$ cat config.mk
export PLATFORM = sky130hd
export DESIGN_NAME = decode_stage_pipelined
export DESIGN_NICKNAME = d
export VERILOG_FILES = /design/src/rtl/decode_stage_pipelined.sv
export SDC_FILE = /design/constraint.sdc
export NUM_CORES = 1
export LEC_CHECK = 0
export ABC_AREA = 1
export BUFFER_PORTS_ARGS = -buffer_cell sky130_fd_sc_hd__clkbuf_2
export CAP_MARGIN = 15
export CORE_AREA = 2 2 136 138
export CTS_BUF_LIST = sky130_fd_sc_hd__clkbuf_4
export CTS_CLUSTER_DIAMETER = 30
export DETAILED_ROUTE_END_ITERATION = 7
export DIE_AREA = 0 0 138 140
export GPL_TIMING_DRIVEN = 0
export MAX_ROUTING_LAYER = met4
export PLACE_DENSITY = 0.88
export SLEW_MARGIN = 20
export SYNTH_ARGS = -nofsm -noshare
export SYNTH_HDL_FRONTEND = slang
export SYNTH_SLANG_ARGS = --single-unit
$ cat constraint.sdc
create_clock -name clk -period 8.9 [get_ports clk]
set_input_delay 1.78 -clock clk [delete_from_list [all_inputs] [get_ports clk]]
set_output_delay 1.78 -clock clk [all_outputs]
set_load 0.01 [all_outputs]
$ cat src/rtl/decode_stage_pipelined.sv
// Registered RV32 decode stage: splits fields, classifies format, builds the
// sign-extended immediate and presents results through a two-entry skid buffer.
module decode_stage_pipelined #(
  parameter int unsigned XLEN     = 32,
  parameter int unsigned PC_WIDTH = 32
) (
  input  logic                clk,
  input  logic                reset,
  input  logic                flush,
  input  logic                in_valid,
  output logic                in_ready,
  input  logic [31:0]         in_instruction,
  input  logic [PC_WIDTH-1:0] in_pc,
  output logic                out_valid,
  input  logic                out_ready,
  output logic [6:0]          out_opcode,
  output logic [4:0]          out_rd,
  output logic [2:0]          out_funct3,
  output logic [4:0]          out_rs1,
  output logic [4:0]          out_rs2,
  output logic [6:0]          out_funct7,
  output logic [XLEN-1:0]     out_imm,
  output logic [2:0]          out_fmt,
  output logic                out_illegal,
  output logic [PC_WIDTH-1:0] out_pc
);

  typedef enum logic [1:0] {ST_EMPTY, ST_ONE, ST_TWO} state_e;

  typedef enum logic [2:0] {
    FMT_R   = 3'd0,
    FMT_I   = 3'd1,
    FMT_S   = 3'd2,
    FMT_B   = 3'd3,
    FMT_U   = 3'd4,
    FMT_J   = 3'd5,
    FMT_ILL = 3'd7
  } fmt_e;

  typedef struct packed {
    logic [31:0]         instr;
    logic [PC_WIDTH-1:0] pc;
    logic [XLEN-1:0]     imm;
    logic [2:0]          fmt;
    logic                illegal;
  } entry_t;

  state_e state_q, state_d;
  logic   in_ready_q, in_ready_d;
  entry_t main_q, main_d;
  entry_t skid_q, skid_d;
  entry_t dec;
  fmt_e   fmt;
  logic [31:0] imm32;
  logic   accept, consume;

  // Input-side decode
  always_comb begin
    fmt   = FMT_ILL;
    imm32 = '0;
    if (in_instruction[1:0] == 2'b11) begin
      unique case (in_instruction[6:0])
        7'b0110011:                                 fmt = FMT_R;
        7'b0010011, 7'b0000011, 7'b1100111, 7'b1110011: fmt = FMT_I;
        7'b0100011:                                 fmt = FMT_S;
        7'b1100011:                                 fmt = FMT_B;
        7'b0110111, 7'b0010111:                     fmt = FMT_U;
        7'b1101111:                                 fmt = FMT_J;
        default:                                    fmt = FMT_ILL;
      endcase
    end
    unique case (fmt)
      FMT_I: imm32 = {{20{in_instruction[31]}}, in_instruction[31:20]};
      FMT_S: imm32 = {{20{in_instruction[31]}}, in_instruction[31:25], in_instruction[11:7]};
      FMT_B: imm32 = {{19{in_instruction[31]}}, in_instruction[31], in_instruction[7],
                      in_instruction[30:25], in_instruction[11:8], 1'b0};
      FMT_U: imm32 = {in_instruction[31:12], 12'b0};
      FMT_J: imm32 = {{11{in_instruction[31]}}, in_instruction[31], in_instruction[19:12],
                      in_instruction[20], in_instruction[30:21], 1'b0};
      default: imm32 = '0;
    endcase
    dec.instr   = in_instruction;
    dec.pc      = in_pc;
    dec.imm     = XLEN'($signed(imm32));
    dec.fmt     = fmt;
    dec.illegal = (fmt == FMT_ILL);
  end

  assign accept  = in_valid & in_ready_q;
  assign consume = (state_q != ST_EMPTY) & out_ready;

  always_comb begin
    state_d = state_q;
    main_d  = main_q;
    skid_d  = skid_q;
    if (flush) begin
      state_d = ST_EMPTY;
    end else begin
      unique case (state_q)
        ST_EMPTY: if (accept) begin
          state_d = ST_ONE;
          main_d  = dec;
        end
        ST_ONE: begin
          if (accept && consume) begin
            main_d = dec;
          end else if (accept) begin
            state_d = ST_TWO;
            skid_d  = dec;
          end else if (consume) begin
            state_d = ST_EMPTY;
          end
        end
        ST_TWO: if (consume) begin
          state_d = ST_ONE;
          main_d  = skid_q;
        end
        default: state_d = ST_EMPTY;
      endcase
    end
    in_ready_d = (state_d != ST_TWO);
  end

  always_ff @(posedge clk or posedge reset) begin
    if (reset) begin
      state_q    <= ST_EMPTY;
      in_ready_q <= 1'b0;
    end else begin
      state_q    <= state_d;
      in_ready_q <= in_ready_d;
    end
  end

  // Payload registers carry no reset; outputs are masked while EMPTY instead.
  always_ff @(posedge clk) begin
    main_q <= main_d;
    skid_q <= skid_d;
  end

  assign in_ready    = in_ready_q;
  assign out_valid   = (state_q != ST_EMPTY);
  assign out_opcode  = out_valid ? main_q.instr[6:0]   : '0;
  assign out_rd      = out_valid ? main_q.instr[11:7]  : '0;
  assign out_funct3  = out_valid ? main_q.instr[14:12] : '0;
  assign out_rs1     = out_valid ? main_q.instr[19:15] : '0;
  assign out_rs2     = out_valid ? main_q.instr[24:20] : '0;
  assign out_funct7  = out_valid ? main_q.instr[31:25] : '0;
  assign out_imm     = out_valid ? main_q.imm          : '0;
  assign out_fmt     = out_valid ? main_q.fmt          : '0;
  assign out_illegal = out_valid ? main_q.illegal      : 1'b0;
  assign out_pc      = out_valid ? main_q.pc           : '0;

endmodule

==> metrics.csv, run 1 <==
stage,metric,value,unit
cells_and_area,"Core Util, Final",63.1,%
power_and_ir_drop,Pwr per Cell Area,188,mW/mm^2
global_route,vias in the first global route,7366,
synth,async set or reset register ratio after synthesis,1.48,%
global_route,GRT Util Overall,23.7,%
synth,average cell area after synthesis,9.35,um^2
synth,Netlist cell types,21,
setup_path,crit-path max cell delay,550,ps
clock_network,hold_buf cts,0,
sta,# setup viols final,0,
synth,Synth Cell Area,0.00919,mm^2
clock_network,Clock transition at path regs,60,ps
outcome,status,"complete, no violations",
sta,Slew HR,52.0,%
drt,Post-route DRC,0,
clock_network,clock sink count,203,
sta,Hold Fails Final Rpt,0,
floorplan,core area,0.0178,mm^2
clock_network,H-tree Lvls,2,
sta,setup TNS,0,ps
run,max-cap viol count,0,
drt,Pre-antenna DRT Iters,5,
cells_and_area,FILL cells,1410,
synth,most frequent cell after synthesis,nand2_1,
setup_path,CP Capture Type,output pin,
global_route,first-pass GRT wire length,35.3,mm
drt,post-route ant nets,0,
sta,Worst-Margin Slew,719,ps
power_and_ir_drop,Static Leak,5.52,nW
sta,WHS,505,ps
setup_path,Critical Path RT,7120,ps
synth,top cell type's share of synthesized area,65.3,%
drt,drt first-iter violations,581,
sta,Final min period,4510,ps
sta,RSZ-0062 raised after global routing,no,
synth,#FFs+latches synth,203,
floorplan,Die Wd,138,um
sta,Max Freq,222,MHz
synth,largest cells by area after synthesis,"edfxtp_1 (65%), nand2_1 (15%), nor2_1 (6.3%)",
floorplan,row cnt,49,
placed_design,port bufs,170,
floorplan,overall die area,0.0193,mm^2
drt,Final Routed Wirelength,22.4,mm
floorplan,Initial Util,51.7,%
clock_network,"Clk Latency, worst-skew pair",650,ps
sta,period utilisation layout,50.6,%
clock_network,total CTS buffers,53,
clock_network,post-CTS setup buffers,0,
clock_network,Root Buffer,clkbuf_4,
hold_path,hold crit path type,register to register,
synth,number of flops mapped to enable cells by yosys,200,
drt,vias per inst,5.03,
setup_path,worst-path fanout max,10,
cells_and_area,share of cells above drive strength 1,24.4,%
floorplan,io pins,171,
cells_and_area,fin nets,1289,
drt,routed length per instance,15.0,um
drt,DR vias,7491,
clock_network,PostCTS Resize Cnt,0,
global_route,largest net degree at the start of global routing,20,
clock_network,Bufs on Longest Clock Path,3,
setup_path,crit-path most repeated cell,clkbuf_1,
synth,synthesized net count,1052,
cells_and_area,area delta synth->final,22.0,%
synth,post-synthesis sequential area ratio,66.1,%
placed_design,Detail Placement HPWL,16.0,mm
power_and_ir_drop,Worst VDD drop,106,uV
synth,Synth top cells by count,"nand2_1 (358), edfxtp_1 (200), nor2_1 (154), inv_1 (124), nand3_1 (58)",
setup_path,crit path launch type,register,
setup_path,cell chain of the critical path,inv_2 > nand2_1 > inv_1 > clkbuf_1 > clkbuf_1 > nor2_1 > clkbuf_2,
placed_design,placer congestion estimate,0.973,
global_route,global route overflow,0,
setup_path,Critical Path AT,2730,ps
setup_path,kind of critical path,register to output pin,
global_route,initial antenna violation count,1,
clock_network,TritonCTS clock tree,yes,
synth,YS warnings,0,
synth,Yosys top cell by area,edfxtp_1,
sta,"Slew Viols, Final",0,
floorplan,die height,140,um
synth,Main synth FF type,edfxtp_1,
synth,post-synthesis instance total,983,
sta,skew final,40.7,ps
setup_path,Slowest cell on crit path,clkbuf_1,
-- registers in the layout (all words and copies together) (netlist names) --
register	flops
in_ready	1
state_q	2
skid_q	100
main_q	100
-- final timing paths --
| kind | to | slack, ps | depth (start not counted) | startpoint |
|---|---|---|---|---|
| worst max-delay path | out_rd[4] | 4390 | 7 | state_q[1] |
| worst min-delay path | main_q[99] | 510 | 2 | skid_q[99] |
| worst max register to register | main_q[81] | 6260 | 9 | state_q[1] |
| worst min register to register | main_q[99] | 510 | 2 | skid_q[99] |
| max in group asynchronous | state_q[0] | 7750 | 2 | reset |
| min in group asynchronous | state_q[1] | 980 | 2 | reset |
-- layout make-up --
type / instances / area, um^2 / share of cell area (%)
Inverter: 127 / 477 / 4.25
Sequential cell: 203 / 6080 / 54.2
Clock inverter: 13 / 83.8 / 0.747
Antenna cell: 1 / 2.50 / 0.0223
Clock buffer: 82 / 616 / 5.49
Timing Repair Buffer: 182 / 1020 / 9.05
Multi-Input combinational cell: 606 / 2440 / 21.8
Tap cell: 229 / 287 / 2.55
Buffer: 47 / 215 / 1.92
-- stage by stage --
| stage | cells | cell area (um^2) | total power (W) | setup WS (ps) |
|---|---|---|---|---|
| after floorplan | 983 | 9200 | 0.00122 | 2510 |
| after global placement | 1382 | 10300 | 0.00130 | 757 |
| after detailed placement | 1394 | 10500 | 0.00131 | 5040 |
| after CTS | 1489 | 11200 | 0.00213 | 4360 |
| after global routing | 1490 | 11200 | 0.00220 | 4190 |
| final | 1490 | 11200 | 0.00211 | 4390 |
-- metal layers --
layer | part of all wire, % | track usage [%] | routed length, um
met1 | 38 | 28.5 | 8520
met2 | 48 | 37.4 | 10800
met3 | 8.8 | 5.06 | 1970
met4 | 4.8 | 13.5 | 1090
met5 | 0 | - | 0
-- cells by family after synthesis --
group	after synthesis	synth area share, %
AO/OA/AOI/OAI	26	1.48
AND/OR/NAND/NOR	580	24.9
flip-flops	203	66.1
buffers and inverters	174	7.53
-- cell usage in the layout, fill, tap and decap left out, types with 2 or more instances in the layout --
cell,synthesis,routed
nand2_2,3,3
nor2_4,2,2
o21ai_0,18,18
nor2_2,3,3
buf_2,22,22
buf_8,0,8
clkbuf_4,0,82
clkbuf_2,0,170
edfxtp_1,200,200
a21oi_1,5,5
inv_1,124,124
buf_6,1,5
dfrtp_1,3,3
nor2_1,154,154
nand3_1,58,58
clkinv_2,0,4
clkbuf_1,23,23
nand2_1,358,358
inv_2,3,3
clkinv_1,0,7
-- critical path: cells and delay by family (launching register included) --
| family | cells | cell delay [ps] |
|---|---|---|
| buffers and inverters | 5 | 1440 |
| flip-flops | 1 | 410 |
| AND/OR/NAND/NOR | 2 | 230 |
-- power breakdown --
group	switching [W]	internal (W)	total [W]
sequential	0.00000751	0.00109	0.00109
clock	0.000369	0.000448	0.000817
combinational	0.000137	0.0000633	0.000200
total	0.000514	0.00160	0.00211
No activity file was read; power rests on OpenSTA's default activity.
==> run 2: changes to the inputs <==
==> constraint.sdc (replaced) <==
create_clock -name clk -period 3.8 [get_ports clk]
set_input_delay 0.76 -clock clk [delete_from_list [all_inputs] [get_ports clk]]
set_output_delay 0.76 -clock clk [all_outputs]
set_load 0.01 [all_outputs]
==> run 2 against run 1 <==
Net effect: sequential cell count is the same; hold slack got worse by 220 ps; register-to-register slack worse by 5000 ps; clock skew down 7.4 ps; final area grew 0.83%; global-route usage is 0.52 points lower; cell count is 0.34% lower; die area unchanged; critical path depth stayed put; power is 140% higher; non-clock buffer count is 2 higher; largest cell class unchanged.
==> metrics.csv, run 2 (synthesis gave the netlist of run 1 again) <==
stage,metric,value,unit
setup_path,crit-path most repeated cell,clkbuf_1,
global_route,global route overflow,0,
setup_path,Worst Reg2Reg Path Length in Cells,9,
power_and_ir_drop,Worst VDD drop,338,uV
global_route,vias in the first global route,7071,
global_route,largest net degree at the start of global routing,20,
setup_path,Slowest cell on crit path,clkbuf_1,
sta,setup ws final,227,ps
sta,Worst-Margin Slew,752,ps
outcome,status,"complete, no violations",
sta,setup TNS,0,ps
floorplan,Die Wd,138,um
sta,Hold Fails Final Rpt,0,
placed_design,Detail Placement HPWL,15.5,mm
clock_network,Bufs on Longest Clock Path,3,
drt,drt first-iter violations,621,
setup_path,crit path launch type,register,
drt,Final Routed Wirelength,22.1,mm
clock_network,"Clk Latency, worst-skew pair",660,ps
sta,Max Freq,280,MHz
placed_design,Post-Place Worst Slack,939,ps
hold_path,hold_sp,in_pc[18],
sta,Final min period,3570,ps
drt,Post-route DRC,0,
sta,RSZ-0062 raised after global routing,no,
cells_and_area,share of cells above drive strength 1,24.2,%
floorplan,overall die area,0.0193,mm^2
sta,"Slew Viols, Final",0,
clock_network,Root Buffer,clkbuf_4,
setup_path,WP buf/inv,5,
drt,DR vias,7464,
drt,routed length per instance,14.9,um
global_route,GRT Util Overall,23.2,%
placed_design,dpl cell area,0.0106,mm^2
setup_path,Critical Path AT,2810,ps
global_route,initial antenna violation count,1,
setup_path,kind of critical path,register to output pin,
clock_network,H-tree Lvls,2,
cells_and_area,largest registers,"main_q x100, skid_q x100, state_q x2",
drt,Pre-antenna DRT Iters,7,
drt,post-route ant nets,0,
cells_and_area,"commonest non-fill, non-tap cell in the layout",nand2_1,
placed_design,port bufs,170,
floorplan,row cnt,49,
floorplan,die height,140,um
setup_path,FF-to-FF End,main_q[8],
clock_network,TritonCTS clock tree,yes,
setup_path,crit-path max cell delay,550,ps
hold_path,hold crit path type,input port to register,
clock_network,total CTS buffers,52,
setup_path,Reg2Reg Setup Slack,1220,ps
setup_path,Critical Path RT,3040,ps
floorplan,io pins,171,
cells_and_area,Non-Filler Instances,1485,
clock_network,post-CTS setup buffers,0,
setup_path,CP Capture Type,output pin,
hold_path,worst hold stages,1,
power_and_ir_drop,Pwr per Cell Area,450,mW/mm^2
run,max-cap viol count,0,
placed_design,placer congestion estimate,0.974,
sta,Slew HR,49.7,%
cells_and_area,"Design Area, Final",0.0113,mm^2
hold_path,Worst Hold Path EP,skid_q[54],
setup_path,CP top delay family,buffers and inverters,
power_and_ir_drop,Power Total,0.00509,W
setup_path,RR Startpoint,state_q[1],
drt,vias per inst,5.03,
cells_and_area,most frequent cells in the layout,"nand2_1 (357), edfxtp_1 (200), clkbuf_2 (170)",
global_route,first-pass GRT wire length,34.7,mm
floorplan,Initial Util,51.7,%
cells_and_area,area delta synth->final,23.1,%
placed_design,Placed Cells,1395,
sta,period utilisation layout,94.0,%
sta,# setup viols final,0,
setup_path,worst-path fanout max,10,
power_and_ir_drop,Static Leak,5.54,nW
cells_and_area,fin nets,1290,
setup_path,cell chain of the critical path,inv_2 > nand2_1 > inv_1 > clkbuf_1 > clkbuf_1 > nor2_1 > clkbuf_2,
sta,skew final,33.3,ps
floorplan,core area,0.0178,mm^2
clock_network,Clock transition at path regs,70,ps
clock_network,clock sink count,203,
## run 2: cell count changes in the layout (fill, tap and decap cells not counted), sizes merged
cell | previous run | this run
clkbuf | 275 | 262
clkinvlp | 1 | 0
dlygate4sd3 | 0 | 1
bufinv | 1 | 5
buf | 36 | 37
clkinv | 11 | 14
## run 2: layer usage
layer,wire length [um],share of wire (%),global-route usage [%]
met1,8670,39,28.5
met2,10700,48,37.6
met3,2080,9.4,5.40
met4,701,3.2,8.81
met5,0,0,-
## run 2: worst max path at each step
stage	end	from	cells past startpoint
after global routing	out_rd[4]	state_q[1]	7
after CTS	out_rd[4]	state_q[1]	7
final	out_imm[11]	state_q[1]	7
after global placement	main_q[26]	out_ready	4
after floorplan	main_q[0]	out_ready	3
after detailed placement	out_rd[4]	state_q[1]	7
## run 2: worst reg2reg max path, delay by kind of cell (launching register included)
kind                   cells  cell delay [ps]
AND/OR/NAND/NOR            3              790
AO/OA/AOI/OAI              1              140
flip-flops                 1              440
buffers and inverters      5              870
## run 2: repair_timing
item,CTS,global route
hold buffers,1,0
setup endpoints to repair,0,0
hold endpoints to repair,3,0
resized for setup,0,0
## run 2: stage by stage
stage,hold slack (ps),util [%]
after floorplan,494,-
after global placement,497,58.4
after detailed placement,502,59.5
after CTS,221,63.6
after global routing,235,63.6
final,282,63.6
## run 2: final cells by class
cell class	instances	area [um^2]
flip-flops and latches	203	6080
clock inverters	19	208
inverters	127	479
clock buffers	69	518
diodes	1	2.50
repair buffers	184	1050
fillers	1390	6470
multi-input cells	606	2470
well taps	229	287
plain buffers	47	215
## run 2: report_power, final
part | leakage (nW) | switching (W) | internal [W]
Sequential | 1.96 | 0.0000185 | 0.00254
Clock | 0.419 | 0.000871 | 0.00118
Combinational | 3.16 | 0.000318 | 0.000153
Total | 5.54 | 0.00121 | 0.00388
==> run 3: changes to the inputs <==
--- a/config.mk
+++ b/config.mk
@@ -5,17 +5,16 @@
 export SDC_FILE = /design/constraint.sdc
 export NUM_CORES = 1
 export LEC_CHECK = 0
-export ABC_AREA = 1
 export BUFFER_PORTS_ARGS = -buffer_cell sky130_fd_sc_hd__clkbuf_2
 export CAP_MARGIN = 15
-export CORE_AREA = 2 2 136 138
+export CORE_AREA = 2 2 134 136
 export CTS_BUF_LIST = sky130_fd_sc_hd__clkbuf_4
 export CTS_CLUSTER_DIAMETER = 30
 export DETAILED_ROUTE_END_ITERATION = 7
-export DIE_AREA = 0 0 138 140
+export DIE_AREA = 0 0 136 138
 export GPL_TIMING_DRIVEN = 0
 export MAX_ROUTING_LAYER = met4
-export PLACE_DENSITY = 0.88
+export PLACE_DENSITY = 0.87
 export SLEW_MARGIN = 20
 export SYNTH_ARGS = -nofsm -noshare
 export SYNTH_HDL_FRONTEND = slang
==> run 3 against run 2 <==
Net effect: power decreased by 1.7%; fmax increased by 3.6%; clock power decreased by 4%; global-route usage decreased by 0.44 points; setup slack improved by 130 ps; non-clock buffer count decreased by 4; critical endpoint is now out_fmt[0]; largest cell class unchanged; largest power group unchanged.
==> metrics.csv, run 3 <==
stage,metric,value,unit
sta,Hold Fails Final Rpt,0,
synth,largest cells by area after synthesis,"edfxtp_1 (68%), nand2_1 (8.3%), and2_1 (7.7%)",
setup_path,Setup crit start,state_q[1],
synth,async set or reset register ratio after synthesis,1.48,%
floorplan,io pins,171,
setup_path,worst-path fanout max,10,
drt,routed length per instance,17.1,um
synth,Main synth FF type,edfxtp_1,
synth,post-synthesis sequential area ratio,69.0,%
synth,post-synthesis instance total,706,
global_route,initial antenna violation count,1,
cells_and_area,FILL cells,1401,
setup_path,FF-to-FF End,main_q[67],
run,max-cap viol count,0,
sta,Slew HR,49.0,%
floorplan,row cnt,49,
clock_network,TritonCTS clock tree,yes,
sta,RSZ-0062 raised after global routing,no,
global_route,vias in the first global route,6279,
setup_path,crit path launch type,register,
cells_and_area,"Core Util, Final",61.9,%
sta,# setup viols final,0,
clock_network,H-tree Lvls,2,
setup_path,Setup crit end,out_fmt[0],
drt,vias per inst,5.17,
global_route,first-pass GRT wire length,31.8,mm
cells_and_area,"commonest non-fill, non-tap cell in the layout",edfxtp_1,
setup_path,Critical Path RT,3040,ps
setup_path,Reg2Reg Setup Slack,820,ps
clock_network,post-CTS setup buffers,0,
global_route,GR Util met2,37.5,%
clock_network,total CTS buffers,50,
global_route,GRT Util Overall,22.7,%
power_and_ir_drop,Pwr per Cell Area,461,mW/mm^2
global_route,Global Route met1 Usage,26.5,%
floorplan,core area,0.0175,mm^2
floorplan,die height,138,um
setup_path,Worst Reg2Reg Path Length in Cells,7,
clock_network,Bufs on Longest Clock Path,3,
sta,skew final,18.6,ps
global_route,global route overflow,0,
synth,top cell type's share of synthesized area,68.2,%
cells_and_area,share of cells above drive strength 1,30.2,%
sta,Final min period,3450,ps
cells_and_area,most frequent cells in the layout,"edfxtp_1 (200), nand2_1 (193), clkbuf_2 (170)",
setup_path,Critical Path AT,2690,ps
synth,number of flops mapped to enable cells by yosys,200,
sta,Worst-Margin Slew,760,ps
sta,Max Freq,290,MHz
sta,setup TNS,0,ps
placed_design,port bufs,170,
floorplan,overall die area,0.0188,mm^2
drt,Pre-antenna DRT Iters,5,
cells_and_area,largest registers,"main_q x100, skid_q x100, state_q x2",
synth,average cell area after synthesis,12.5,um^2
setup_path,RR Startpoint,state_q[1],
outcome,status,"complete, no violations",
global_route,GRT busiest layer,met2,
power_and_ir_drop,Static Leak,4.60,nW
clock_network,"Clk Latency, worst-skew pair",640,ps
synth,Synth Cell Area,0.00881,mm^2
placed_design,Detail Placement HPWL,14.8,mm
clock_network,clock sink count,203,
setup_path,CP Capture Type,output pin,
synth,Netlist cell types,48,
sta,"Slew Viols, Final",0,
clock_network,Clock transition at path regs,80,ps
drt,drt first-iter violations,301,
synth,Synth top cells by count,"edfxtp_1 (200), nand2_1 (194), and2_1 (108), clkbuf_1 (28), nor2_1 (15)",
global_route,GR Layer Usage met3,4.80,%
power_and_ir_drop,Power Total,0.00500,W
floorplan,Die Wd,136,um
sta,WHS,311,ps
synth,most frequent cell after synthesis,edfxtp_1,
drt,DR vias,6243,
sta,period utilisation layout,90.7,%
cells_and_area,fin nets,1010,
cells_and_area,area delta synth->final,23.2,%
drt,post-route ant nets,0,
clock_network,Root Buffer,clkbuf_4,
setup_path,kind of critical path,register to output pin,
floorplan,Initial Util,50.2,%
synth,YS warnings,0,
synth,Yosys top cell by area,edfxtp_1,
placed_design,placer congestion estimate,0.889,
power_and_ir_drop,Worst VDD drop,239,uV
hold_path,hold crit path type,input port to register,
drt,Final Routed Wirelength,20.7,mm
global_route,largest net degree at the start of global routing,31,
synth,synthesized net count,775,
drt,Post-route DRC,0,
synth,#FFs+latches synth,203,
-- run 3: changes by cell type in the layout (fill, tap and decap cells not counted), moves of 8 or more --
cell and change:
a211o_1 +12, nor2_1 -138, o21ai_0 -10, nand2_1 -164, nand3_1 -48, mux2_2 +9, a22o_1 +10, inv_1 -115
a21o_1 +11, and2_1 +108, and3_1 +8, buf_2 -14, o2bb2ai_1 +8
-- run 3: final cells by class --
type	instances	area (um^2)	area share (%)
flip-flops and latches	203	6080	56.0
clock buffers	76	571	5.26
well taps	229	287	2.64
repair buffers	183	1020	9.39
plain buffers	44	194	1.79
diodes	1	2.50	0.0231
inverters	8	30.0	0.277
multi-input cells	451	2540	23.4
clock inverters	13	130	1.20
-- run 3: how the worst min path moves through the flow --
| stage | start | endpoint | slack (ps) | depth (start not counted) |
|---|---|---|---|---|
| 4_1_cts | in_pc[4] | skid_q[40] | 260 | 1 |
| 6_report | in_pc[4] | skid_q[40] | 310 | 1 |
| 5_1_grt | in_pc[25] | skid_q[61] | 270 | 1 |
| 2_1_floorplan | skid_q[36] | main_q[36] | 480 | 2 |
| 3_5_place_dp | skid_q[79] | main_q[79] | 490 | 2 |
| 3_3_place_gp | skid_q[52] | main_q[52] | 490 | 2 |
-- run 3: metrics by stage --
step | area [um^2] | setup slack [ps] | cells
after detailed placement | 10100 | 836 | 1117
final | 10900 | 352 | 1208
after CTS | 10800 | 313 | 1207
after global routing | 10900 | 233 | 1208
after floorplan | 8840 | -734 | 706
after global placement | 9980 | -2290 | 1105
-- run 3: where the power goes --
part | switching, W | internal [W] | total, W
Sequential | 0.0000168 | 0.00255 | 0.00257
Clock | 0.000845 | 0.00111 | 0.00196
Combinational | 0.000297 | 0.000183 | 0.000480
-- run 3: logic make-up after synthesis --
logic type	Yosys count	share of synthesized area (%)
compound gates	76	6.80
xor+xnor	2	0.199
buf+inv	52	2.54
flops	203	69.0
mux	10	1.28
simple gates	363	20.2
-- run 3: metal layers --
metal	up-vias	part of all wire (%)	wire, um
met5	-	0	0
met4	0	3.9	807
met3	62	7.9	1640
met2	267	49	10200
met1	2925	39	8060
li1	2989	-	-
-- run 3: worst max-delay path, stage by stage (launching register included) --
cell	delay, ps
dfrtp_1	480
or2_2	200
clkbuf_1	460
clkbuf_1	520
and2_1	260
clkbuf_2	150
-- run 3: repair_timing --
action / CTS / global route
gates resized for setup: 0 / 0
hold buffers: 1 / 0
hold endpoints to repair: 3 / 0
